$ cat src/rtl/seq_alu_pkg.sv
// Opcodes and FSM state encoding shared by the sequential ALU.
package seq_alu_pkg;

   localparam logic [2:0] OP_ADD   = 3'b000;
   localparam logic [2:0] OP_ASHL  = 3'b001;
   localparam logic [2:0] OP_XNOR  = 3'b010;
   localparam logic [2:0] OP_ASHR  = 3'b011;
   localparam logic [2:0] OP_PASSB = 3'b100;
   localparam logic [2:0] OP_PASSA = 3'b101;
   localparam logic [2:0] OP_NEG   = 3'b110;
   localparam logic [2:0] OP_ADC   = 3'b111;

   typedef enum logic {
      IDLE  = 1'b0,
      SHIFT = 1'b1
   } state_t;

endpackage

$ cat src/rtl/seq_alu_core.sv
// Single-cycle combinational datapath of the sequential ALU.
module seq_alu_core #(
   parameter int WIDTH = 8,
   parameter int SHW   = 3
) (
   input  logic [2:0]       sel,
   input  logic [WIDTH-1:0] a,
   input  logic [WIDTH-1:0] b,
   input  logic             cin,
   output logic [WIDTH-1:0] res,
   output logic             co
);
   import seq_alu_pkg::*;

   logic [SHW-1:0]    amt;
   logic              cuse;
   logic [WIDTH:0]    sum;
   logic [WIDTH:0]    shl;
   logic signed [WIDTH:0] shr;

   assign amt  = b[SHW-1:0];
   assign cuse = cin & (sel == OP_ADC);
   assign sum  = {1'b0, a} + {1'b0, b} + {{WIDTH{1'b0}}, cuse};
   assign shl  = {1'b0, a} << amt;
   // extra guard bit below the LSB catches the last bit shifted out
   assign shr  = $signed({a, 1'b0}) >>> amt;

   always_comb begin
      res = '0;
      co  = 1'b0;
      unique case (sel)
         OP_ADD, OP_ADC: begin
            res = sum[WIDTH-1:0];
            co  = sum[WIDTH];
         end
         OP_ASHL: begin
            res = shl[WIDTH-1:0];
            co  = shl[WIDTH];
         end
         OP_ASHR: begin
            res = shr[WIDTH:1];
            co  = shr[0];
         end
         OP_XNOR:  res = ~(a ^ b);
         OP_PASSB: res = b;
         OP_PASSA: res = a;
         OP_NEG:   res = (~a) + {{(WIDTH-1){1'b0}}, 1'b1};
         default: begin
            res = '0;
            co  = 1'b0;
         end
      endcase
   end

endmodule

$ cat src/rtl/seq_alu.sv
// Sequential ALU: valid/ready handshake, optional bit-serial shifter,
// registered result and flags.
module seq_alu #(
   parameter int WIDTH      = 8,
   parameter int ITER_SHIFT = 1
) (
   input  logic             clk,
   input  logic             rst,
   input  logic             in_valid,
   output logic             in_ready,
   input  logic [2:0]       sel,
   input  logic [WIDTH-1:0] op1,
   input  logic [WIDTH-1:0] op2,
   output logic             out_valid,
   input  logic             out_ready,
   output logic [WIDTH-1:0] out,
   output logic             co,
   output logic             zf,
   output logic             nf
);
   import seq_alu_pkg::*;

   localparam int SHW = $clog2(WIDTH);

   state_t           state;
   logic [SHW-1:0]   count;
   logic [SHW-1:0]   amt;
   logic [WIDTH-1:0] sreg;
   logic [WIDTH-1:0] snext;
   logic             sco;
   logic             snco;
   logic             sdir;
   logic             cflag;

   logic             accept;
   logic             iter;
   logic             can_wr;
   logic [WIDTH-1:0] core_res;
   logic             core_co;
   logic             wr_en;
   logic [WIDTH-1:0] wr_val;
   logic             wr_co;

   assign amt      = op2[SHW-1:0];
   assign can_wr   = !out_valid || out_ready;
   assign in_ready = !rst && (state == IDLE) && can_wr;
   assign accept   = in_valid && in_ready;
   assign iter     = (ITER_SHIFT != 0) && (amt != '0) &&
                     ((sel == OP_ASHL) || (sel == OP_ASHR));

   seq_alu_core #(
      .WIDTH (WIDTH),
      .SHW   (SHW)
   ) u_core (
      .sel (sel),
      .a   (op1),
      .b   (op2),
      .cin (cflag),
      .res (core_res),
      .co  (core_co)
   );

   always_comb begin
      if (sdir) begin
         snext = {sreg[WIDTH-1], sreg[WIDTH-1:1]};
         snco  = sreg[0];
      end else begin
         snext = {sreg[WIDTH-2:0], 1'b0};
         snco  = sreg[WIDTH-1];
      end
   end

   // last shift step writes straight through so latency is amt+1
   always_comb begin
      wr_en  = 1'b0;
      wr_val = core_res;
      wr_co  = core_co;
      if (state == IDLE) begin
         wr_en = accept && !iter;
      end else if (count == '0) begin
         wr_en  = can_wr;
         wr_val = sreg;
         wr_co  = sco;
      end else if (count == SHW'(1)) begin
         wr_en  = can_wr;
         wr_val = snext;
         wr_co  = snco;
      end
   end

   always_ff @(posedge clk) begin
      if (rst) begin
         state     <= IDLE;
         out       <= '0;
         co        <= 1'b0;
         zf        <= 1'b0;
         nf        <= 1'b0;
         cflag     <= 1'b0;
         out_valid <= 1'b0;
         count     <= '0;
         sreg      <= '0;
         sco       <= 1'b0;
         sdir      <= 1'b0;
      end else begin
         if (wr_en) begin
            out       <= wr_val;
            co        <= wr_co;
            zf        <= (wr_val == '0);
            nf        <= wr_val[WIDTH-1];
            cflag     <= wr_co;
            out_valid <= 1'b1;
         end else if (out_valid && out_ready) begin
            out_valid <= 1'b0;
         end
         unique case (state)
            IDLE: begin
               if (accept && iter) begin
                  state <= SHIFT;
                  sreg  <= op1;
                  sco   <= 1'b0;
                  sdir  <= (sel == OP_ASHR);
                  count <= amt;
               end
            end
            SHIFT: begin
               if (count != '0) begin
                  sreg  <= snext;
                  sco   <= snco;
                  count <= count - SHW'(1);
               end
               if (wr_en) state <= IDLE;
            end
            default: state <= IDLE;
         endcase
      end
   end

endmodule

$ cat config.mk
export PLATFORM = sky130hd
export DESIGN_NAME = seq_alu
export DESIGN_NICKNAME = d
export VERILOG_FILES = /design/src/rtl/seq_alu_pkg.sv /design/src/rtl/seq_alu_core.sv /design/src/rtl/seq_alu.sv
export SDC_FILE = /design/constraint.sdc
export NUM_CORES = 1
export LEC_CHECK = 0
export CAP_MARGIN = 30
export CORE_ASPECT_RATIO = 1.4
export CORE_UTILIZATION = 57
export DETAILED_ROUTE_END_ITERATION = 7
export PLACE_DENSITY = 0.88
export SLEW_MARGIN = 40
export SYNTH_ARGS = -nofsm -noshare
export SYNTH_HDL_FRONTEND = slang
export SYNTH_HIERARCHICAL = 1
export SYNTH_SLANG_ARGS = --single-unit
export TNS_END_PERCENT = 100
$ cat constraint.sdc
create_clock -name clk -period 4.05 [get_ports clk]
set_clock_uncertainty 0.2 [all_clocks]
set_input_delay 0.6075 -clock clk [delete_from_list [all_inputs] [get_ports clk]]
set_output_delay 0.6075 -clock clk [all_outputs]
set_load 0.005 [all_outputs]
After elaboration in Yosys (flattened, before gate mapping)
Cells that the tools add are included.
{"block": "totals", "register_bits": 26, "wordCells": 79}
{"block": "classes", "n_addsub": 4, "n_eq_ne": 10, "shift": 2, "n_mux": 27, "bitwise": 5, "reduce_logical": 21}
{"op": "$pmux W8 S7", "n": 1}
{"op": "$mux W8", "n": 6}
{"op": "$not A8 Y8", "n": 2}
{"op": "$pmux W8 S2", "n": 1}
{"op": "$mux W1", "n": 13}
{"op": "$eq A3 B3 Y1 const B", "n": 4}
{"op": "$add A8 B8 Y9", "n": 1}
{"op": "$add A9 B1 Y9", "n": 1}
{"op": "$shl A8 B3 Y9", "n": 1}
{"op": "$sshr A9 B3 Y9", "n": 1}
{"op": "$add A8 B1 Y8 const B", "n": 1}
{"op": "$logic_not A8 Y1", "n": 1}
{"op": "$xor A8 B8 Y8", "n": 1}
{"op": "$logic_and A1 B1 Y1", "n": 7}
{"op": "$eq A3 B1 Y1 const B", "n": 2}
{"op": "$eq A3 B2 Y1 const B", "n": 2}
{"op": "$logic_not A3 Y1", "n": 2}
{"op": "$mux W3", "n": 2}
{"op": "$pmux W3 S2", "n": 1}
{"op": "$reduce_bool A3 Y1", "n": 2}
{"op": "$ne A2 B1 Y1 const B", "n": 2}
{"op": "$pmux W1 S2", "n": 2}
{"op": "$reduce_and A2 Y1", "n": 2}
{"op": "$logic_not A1 Y1", "n": 3}
{"op": "7 further kinds", "n": 8}

Longest topological paths before layout
Gate-level depths: netlist of run 1.
{"block": "depth", "depth_word": 8, "ltp_mapped": 17, "depth_no_buf": 15}

Hierarchy
Netlist of run 1, hierarchy kept.
{"module": "seq_alu", "instances": 1, "cells_each": 190, "area_per_inst_um2": 1527.7, "seq_area_each_um2": 500.5}
{"module": "seq_alu_core", "instances": 1, "cells_each": 214, "area_per_inst_um2": 1466.4, "seq_area_each_um2": 0.0}

Worst setup path before layout of run 1
Ideal clock, no wire load.
{"block": "synth_path", "path_kind": "input-to-reg", "from": "input sel[2]", "to": "register cflag", "setup_time_ns": 0.091, "arrival_ns": 3.025, "required_time_ns": 3.759, "path_slack_ns": 0.734, "path_stages": 15, "path_buffers": 2, "cell_sequence": "buf_2 -> buf_2 -> nand3_1 -> nor2_1 -> fa_1 -> inv_1 -> fa_1 -> nor2b_1 -> o211ai_1 -> a21oi_1 -> a211oi_1 -> o211ai_1 -> nand2b_1 -> a21o_1 -> a311oi_1"}
{"block": "synth_between", "elab_chain_cells": 7, "word_cells_on_any_way": 16, "cone_classes": "add/sub: 1; eq/ne: 3; mux: 5; bitwise: 1; reduce/logical: 6"}
{"item": "start, declared", "line": "seq_alu.sv:11", "text": "input logic [2:0] sel,"}
{"item": "$eq A3 B3 Y1", "line": "seq_alu_core.sv:22, seq_alu_core.sv:31"}
{"item": "$and A1 B1 Y1", "line": "seq_alu_core.sv:22", "text": "assign cuse = cin & (sel == OP_ADC);"}
{"item": "$add A9 B1 Y9", "line": "seq_alu_core.sv:23", "text": "assign sum = {1'b0, a} + {1'b0, b} + {{WIDTH{1'b0}}, cuse};"}
{"item": "$pmux W1 S3 (*)", "line": "seq_alu_core.sv:31", "text": "unique case (sel)"}
{"item": "named net core_co", "line": "seq_alu.sv:39", "text": "logic core_co;"}
{"item": "$mux W1", "line": "seq_alu.sv:84", "text": "end else if (count == SHW'(1)) begin"}
{"item": "$mux W1", "line": "seq_alu.sv:80", "text": "end else if (count == '0) begin"}
{"item": "$mux W1 (*)", "line": "seq_alu.sv:78", "text": "if (state == IDLE) begin"}
{"item": "end signal, assigned", "line": "seq_alu.sv:110", "text": "cflag <= wr_co;"}
{"item": "end, declared", "line": "seq_alu.sv:33", "text": "logic cflag;"}
The timed path passes the listed nets; every way through them passes the cells marked *.
A chain may end at the register's enable or synchronous reset.

Worst setup path after layout of run 1
{"block": "layout_path", "from": "input sel[1]", "to": "register zf"}
{"block": "layout_between", "elab_chain_cells": 8, "word_cells_on_any_way": 21, "cone_classes": "add/sub: 1; eq/ne: 7; mux: 5; bitwise: 1; reduce/logical: 7"}
{"item": "$eq A3 B3 Y1", "line": "seq_alu_core.sv:22, seq_alu_core.sv:31"}
{"item": "$and A1 B1 Y1", "line": "seq_alu_core.sv:22"}
{"item": "$add A9 B1 Y9", "line": "seq_alu_core.sv:23"}
{"item": "$pmux W8 S7 (*)", "line": "seq_alu_core.sv:31"}
{"item": "named net core_res[4]", "line": "seq_alu.sv:38", "text": "logic [WIDTH-1:0] core_res;"}
{"item": "$mux W8", "line": "seq_alu.sv:84"}
{"item": "$mux W8", "line": "seq_alu.sv:80"}
{"item": "$mux W8 (*)", "line": "seq_alu.sv:78"}
{"item": "$logic_not A8 Y1 (*)", "line": "seq_alu.sv:108", "text": "zf <= (wr_val == '0);"}
{"item": "end signal, assigned", "line": "seq_alu.sv:108"}
{"item": "end, declared", "line": "seq_alu.sv:18", "text": "output logic zf,"}
Marks and branches as above.

==> results of run 1 <==
==> per-stage QoR <==
stage	cells	cell area (um2)	power (W)	hold WS, ns	utilization, %
after global placement	487	3368	0.0005781	0.2386	67.98
after detailed placement	487	3368	0.0005802	0.2462	67.98
final	491	3413	0.0007354	0.2526	68.89
after CTS	491	3413	0.0007275	0.2575	68.89
after floorplan	404	2994	0.0004714	0.2319	-
after global routing	491	3413	0.0007707	0.2881	68.89
==> flip-flops by register name, indices dropped and copies added (netlist names) <==
| signal | count |
|---|---|
| out | 8 |
| sreg | 8 |
| count | 3 |
| cflag | 1 |
| out_valid | 1 |
| sco | 1 |
| sdir | 1 |
| state | 1 |
| zf | 1 |
==> power breakdown <==
| part | switching (W) | total (W) | internal (W) |
|---|---|---|---|
| Clock | 0.0000809 | 0.000151 | 0.0000705 |
| Combinational | 0.000181 | 0.000319 | 0.000138 |
| Sequential | 0.00000966 | 0.000265 | 0.000256 |
| Total | 0.000271 | 0.000735 | 0.000464 |
==> cells by family (layout without fill, tap and decap cells) <==
family / after synthesis / in the layout
AND/OR/NAND/NOR: 148 / 148
AO/OA/AOI/OAI: 132 / 132
buffers and inverters: 47 / 70
multiplexers: 27 / 27
flip-flops: 25 / 25
adder cells (fa/ha/maj): 15 / 15
XOR/XNOR: 10 / 10
==> per-layer routing <==
metal | wire length (um) | part of all wire, %
met1 | 3695 | 36
met2 | 5181 | 51
met3 | 724 | 7.1
met4 | 599 | 5.9
met5 | 0 | 0
==> worst max-delay path, cell delays in order <==
cell	delay, ns
clkdlybuf4s50_1	0.51
nand3_1	0.12
nor2_1	0.14
fa_1	0.23
inv_1	0.06
fa_1	0.39
nor2b_1	0.16
o21ai_0	0.11
nand2b_1	0.10
xnor2_1	0.12
a32oi_1	0.10
nor3_1	0.19
nand2_1	0.08
a221oi_1	0.34
nand4_1	0.13
o22ai_1	0.11
==> cell usage after synthesis (8+ instances only) <==
cell      instances  area [um2]
nand2_1          54       202.7
buf_4             8       60.06
nand2b_1         14       87.58
o211ai_1         13       97.59
a21oi_1          31       155.2
mux2i_1          21       210.2
dfxtp_1          25       500.5
nor2b_1           9       56.30
nand3_1          10       50.05
clkbuf_1         10       37.54
inv_1            13       48.80
ha_1             13       162.7
buf_2            12       60.06
o21ai_0          23       115.1
nor2_1           28       105.1
==> final cells by class <==
type | instances | area, um2
fill | 452 | 1541
clock buffer | 4 | 45.04
timing repair buffer | 52 | 478.0
inverter | 14 | 52.55
tap | 64 | 80.08
multi-input combinational | 332 | 2257
sequential | 25 | 500.5
==> worst paths after layout <==
kind,from,slack [ns],endpoint,cells past startpoint
worst max-delay path,sel[1],0.54,zf,16
worst min-delay path,count[1],0.25,count[1],2
worst max register to register,cflag,1.01,zf,15
worst min register to register,count[1],0.25,count[1],2
==> results.py, run 1 <==
metrics = {
    "global_routing": {
        "use_met3_pct": 4.297,
        "use_met2_pct": 71.65,
        "top_usage_layer": "met2",
        "grt_overflow": 0,
        "grt_pass1_vias": 3258,
        "use_met1_pct": 41.53,
        "grt_max_degree": 33,
        "track_usage_pct": 38.51,
        "grt_pass1_wl_mm": 16.50,
        "antenna_found_initial": 0,
    },
    "sta": {
        "finalCritPeriodShare_pct": 86.59,
        "setup_violations": 0,
        "drv_slew": 0,
        "slew_headroom_pct": 55.74,
        "postLayoutSetupSlackWorst_ns": 0.5431,
        "tightest_slew_ns": 0.6630,
        "rsz0062_at_grt": "no",
        "finalHoldViolations": 0,
        "setup_tns_ns": 0,
        "finalCriticalPeriod_ns": 3.507,
        "fmax_mhz": 285.2,
    },
    "setup_path": {
        "critPathRequiredTime_ns": 4.05,
        "arrival_ns": 3.51,
        "crit_path_end_kind": "register",
        "path_max_fanout": 2,
        "worst-setup-path-type": "primary input to register",
        "crit_path_start_kind": "primary input",
    },
    "route": {
        "ant_nets": 0,
        "routedWlPerCell_um": 20.77,
        "drc": 0,
        "routed_wl_mm": 10.20,
        "vias": 3312,
        "drt_iter0_drc": 406,
        "drtPass1Iterations": 6,
        "vias_per_cell": 6.745,
    },
    "cts": {
        "cts_made_buffers": 3,
        "cts_sinks": 25,
        "clkTransAtPathRegs_ns": 0.09,
        "cts_buffer_depth": 2,
        "cts_setup_buffers": 0,
        "cts_hold_buf": 0,
        "clk_latency_ns": 0.27,
        "root_buffer": "clkbuf_8",
        "htreeDepth": 1,
        "cts_tree": "built",
        "cts_resized": 0,
    },
    "synth": {
        "synth_nets": 442,
        "synth-seq-cells": 25,
        "synth_top_family_by_area": "compound AO/OA/AOI/OAI gates",
        "synth_xor_xnor_area_share_pct": 2.925,
        "seq_area_frac_synth_pct": 16.72,
        "muxShareOfSynthArea_pct": 10.03,
        "synth_warnings": 6,
        "synth.avg_cell_area_um2": 7.411,
        "synth_compound_area_share_pct": 30.17,
        "ys_types": 68,
        "yosys.area_share.simple_pct": 25.49,
        "syn_inst": 404,
        "synth-edff-count": 0,
        "synth_adder_area_share_pct": 6.770,
        "netlist_area_um2": 2994,
        "synthArstFlopShare_pct": 0,
        "synth_flop_cell": "dfxtp_1",
    },
    "cells_and_area": {
        "layout.nets": 466,
        "drive_above_1_share_pct": 10.07,
        "diodes": 0,
        "final_common_cell": "nand2_1",
        "most-common-layout-cells": "54 x nand2_1, 35 x clkdlybuf4s50_1, 31 x a21oi_1",
        "area_growth_pct": 14.00,
    },
    "worst_hold_path": {
        "worstHoldPathType": "register to register",
    },
    "die": {
        "pin_count": 36,
        "die_w_um": 63.26,
        "fp.coreArea_um2": 4955,
        "start_util_pct": 60.43,
        "dieArea_um2": 5551,
        "placement_rows": 30,
        "die_y_um": 87.76,
    },
    "pwr": {
        "p_per_area_nw_per_um2": 215.4,
        "p_leak_nw": 1.220,
        "vdd_drop_max_mv": 0.2157,
    },
    "outcome": {
        "status": "complete, no violations",
    },
    "place": {
        "hpwl_mm": 7.746,
        "gp_congestion": 1.022,
        "place.port_buffers": 35,
        "post-place-ws_ns": 0.2890,
    },
    "run": {
        "max-cap-violations": 0,
    },
}
No activity file was read; power rests on OpenSTA's default activity.
==> run 2: changes to the inputs <==
--- a/config.mk
+++ b/config.mk
@@ -7,9 +7,10 @@
 export LEC_CHECK = 0
 export CAP_MARGIN = 30
 export CORE_ASPECT_RATIO = 1.4
-export CORE_UTILIZATION = 57
+export CORE_UTILIZATION = 60
 export DETAILED_ROUTE_END_ITERATION = 7
-export PLACE_DENSITY = 0.88
+export GPL_ROUTABILITY_DRIVEN = 0
+export PLACE_DENSITY = 0.92
 export SLEW_MARGIN = 40
 export SYNTH_ARGS = -nofsm -noshare
 export SYNTH_HDL_FRONTEND = slang
==> constraint.sdc (replaced) <==
create_clock -name clk -period 4.1 [get_ports clk]
set_clock_uncertainty 0.2 [all_clocks]
set_input_delay 0.615 -clock clk [delete_from_list [all_inputs] [get_ports clk]]
set_output_delay 0.615 -clock clk [all_outputs]
set_load 0.005 [all_outputs]
==> run 2 against run 1 <==
  * Cell count is 0.81% lower
  * Combinational power is 2% lower
  * Routed wire length is 2.8% lower
  * Design area is 0.84% lower
  * Non-clock buffer count is 4 lower
  * Setup slack worse by 0.054 ns
  * Via count is 5.0% higher
  * Global-route usage is 1.3 points higher
  * Die area is 4.9% lower
  * Sequential cell count stayed put
  * Critical path type unchanged
==> results.py, run 2 (synthesized netlist as in run 1, its figures left out) <==
metrics = {
    "outcome": {
        "status": "complete, no violations",
    },
    "route": {
        "drc": 0,
        "vias_per_cell": 7.142,
        "vias": 3478,
        "routed_wl_mm": 9.915,
        "drtPass1Iterations": 7,
        "ant_nets": 0,
        "drt_iter0_drc": 399,
        "routedWlPerCell_um": 20.36,
    },
    "global_routing": {
        "antenna_found_initial": 0,
        "grt_pass1_vias": 3361,
        "grt_pass1_wl_mm": 15.90,
        "track_usage_pct": 39.83,
        "grt_max_degree": 33,
        "use_met3_pct": 9.955,
        "use_met2_pct": 65.00,
        "top_usage_layer": "met2",
        "use_met1_pct": 43.47,
        "grt_overflow": 0,
    },
    "cts": {
        "cts_hold_buf": 0,
        "cts_tree": "built",
        "cts_setup_buffers": 0,
        "clk_latency_ns": 0.27,
        "clkTransAtPathRegs_ns": 0.09,
        "cts_resized": 0,
        "root_buffer": "clkbuf_8",
        "htreeDepth": 1,
        "cts_buffer_depth": 2,
        "cts_made_buffers": 3,
        "cts_sinks": 25,
    },
    "pwr": {
        "p_sw_share_pct": 37.50,
        "p_total_w": 0.0007262,
        "combPwrFrac_pct": 43.0,
        "seqPwrFrac_pct": 36.1,
        "p_per_area_nw_per_um2": 214.6,
        "p_leak_nw": 1.203,
        "vdd_drop_max_mv": 0.2261,
        "netSwitchingPower_w": 0.0002723,
        "p_clk_share_pct": 20.9,
        "p_int_w": 0.0004539,
    },
    "die": {
        "pin_count": 36,
        "die_w_um": 61.70,
        "placement_rows": 30,
        "start_util_pct": 62.32,
        "die_y_um": 85.59,
        "dieArea_um2": 5281,
        "fp.coreArea_um2": 4805,
    },
    "cells_and_area": {
        "final_common_cell": "nand2_1",
        "stdcell_area_um2": 3385,
        "utilization_pct": 70.44,
        "diodes": 0,
        "area_growth_pct": 13.04,
        "drive_above_1_share_pct": 9.456,
        "most-common-layout-cells": "54 x nand2_1, 35 x clkdlybuf4s50_1, 31 x a21oi_1",
        "layout.nets": 462,
        "reg_top3": "out x8, sreg x8, count x3",
    },
    "setup_path": {
        "worst-setup-path-type": "primary input to register",
        "path_cells": "clkdlybuf4s50_1, nand3_1, nor2_1, fa_1, inv_1, fa_1, nor2b_1, o211ai_1, a21oi_1, a211oi_1, o211ai_1, nand2b_1, a21o_1, a311oi_1",
        "critPathMaxStageDelay_ns": 0.51,
        "regToRegEndpoint": "cflag",
        "crit_path_start_kind": "primary input",
        "path_max_fanout": 2,
        "critPathRequiredTime_ns": 4.08,
        "crit_path_end_kind": "register",
        "r2r_slack_ns": 1.03,
        "reg2reg_from": "cflag",
        "startpoint": "sel[1]",
        "endpoint": "cflag",
        "critPathSlowestCell": "clkdlybuf4s50_1",
        "arrival_ns": 3.59,
        "reg2regPathDepth": 13,
    },
    "worst_hold_path": {
        "worstHoldPathType": "register to register",
        "hold_depth": 2,
    },
    "place": {
        "hpwl_mm": 7.178,
        "postPlaceCellArea_um2": 3338,
        "post-place-ws_ns": 0.3007,
        "place.port_buffers": 35,
    },
    "sta": {
        "setup_tns_ns": 0,
        "postLayoutSetupSlackWorst_ns": 0.4891,
        "finalCriticalPeriod_ns": 3.611,
        "setup_violations": 0,
        "rsz0062_at_grt": "no",
        "slew_headroom_pct": 54.66,
        "tightest_slew_ns": 0.6792,
        "fmax_mhz": 276.9,
        "finalHoldViolations": 0,
        "drv_slew": 0,
        "finalCritPeriodShare_pct": 88.07,
    },
    "run": {
        "max-cap-violations": 0,
    },
}
[run 2: worst min path at each step]
stage | start | to | slack, ns
finish | out[2] | out[2] | 0.26
global route | out[5] | out[5] | 0.28
global placement | count[1] | count[1] | 0.24
CTS | out[2] | out[2] | 0.26
floorplan | count[1] | count[1] | 0.23
detailed placement | out[2] | out[2] | 0.25
[run 2: cell type report]
cell class | instances | area [um2]
fill | 399 | 1420
inverter | 14 | 52.55
clock buffer | 3 | 41.29
multi-input combinational | 332 | 2257
tap | 64 | 80.08
clock inverter | 1 | 5.005
timing repair buffer | 48 | 447.9
sequential | 25 | 500.5
[run 2: worst max-delay path: cells and delay by family]
family	cells	cell delay [ns]
simple gates	4	0.55
compound gates	6	1.21
buf+inv	2	0.57
fa+ha+maj	2	0.63
[run 2: metal layers]
| metal | vias up | routed length [um] |
|---|---|---|
| met3 | 104 | 944 |
| met5 | - | 0 |
| li1 | 1518 | - |
| met2 | 302 | 4672 |
| met4 | 0 | 835 |
| met1 | 1554 | 3463 |
[run 2: metrics by stage]
stage,std cells,hold slack (ns)
global route,487,0.2789
floorplan,404,0.2319
finish,487,0.2580
global placement,483,0.2410
detailed placement,483,0.2499
CTS,487,0.2624
[run 2: power groups by stage]
stage,sequential (W),combinational [W],clock (W)
after CTS,0.000261,0.000300,0.000148
after global routing,0.000263,0.000335,0.000161
after floorplan,0.000265,0.000201,0
after detailed placement,0.000267,0.000298,0
after global placement,0.000267,0.000290,0
final,0.000262,0.000313,0.000152
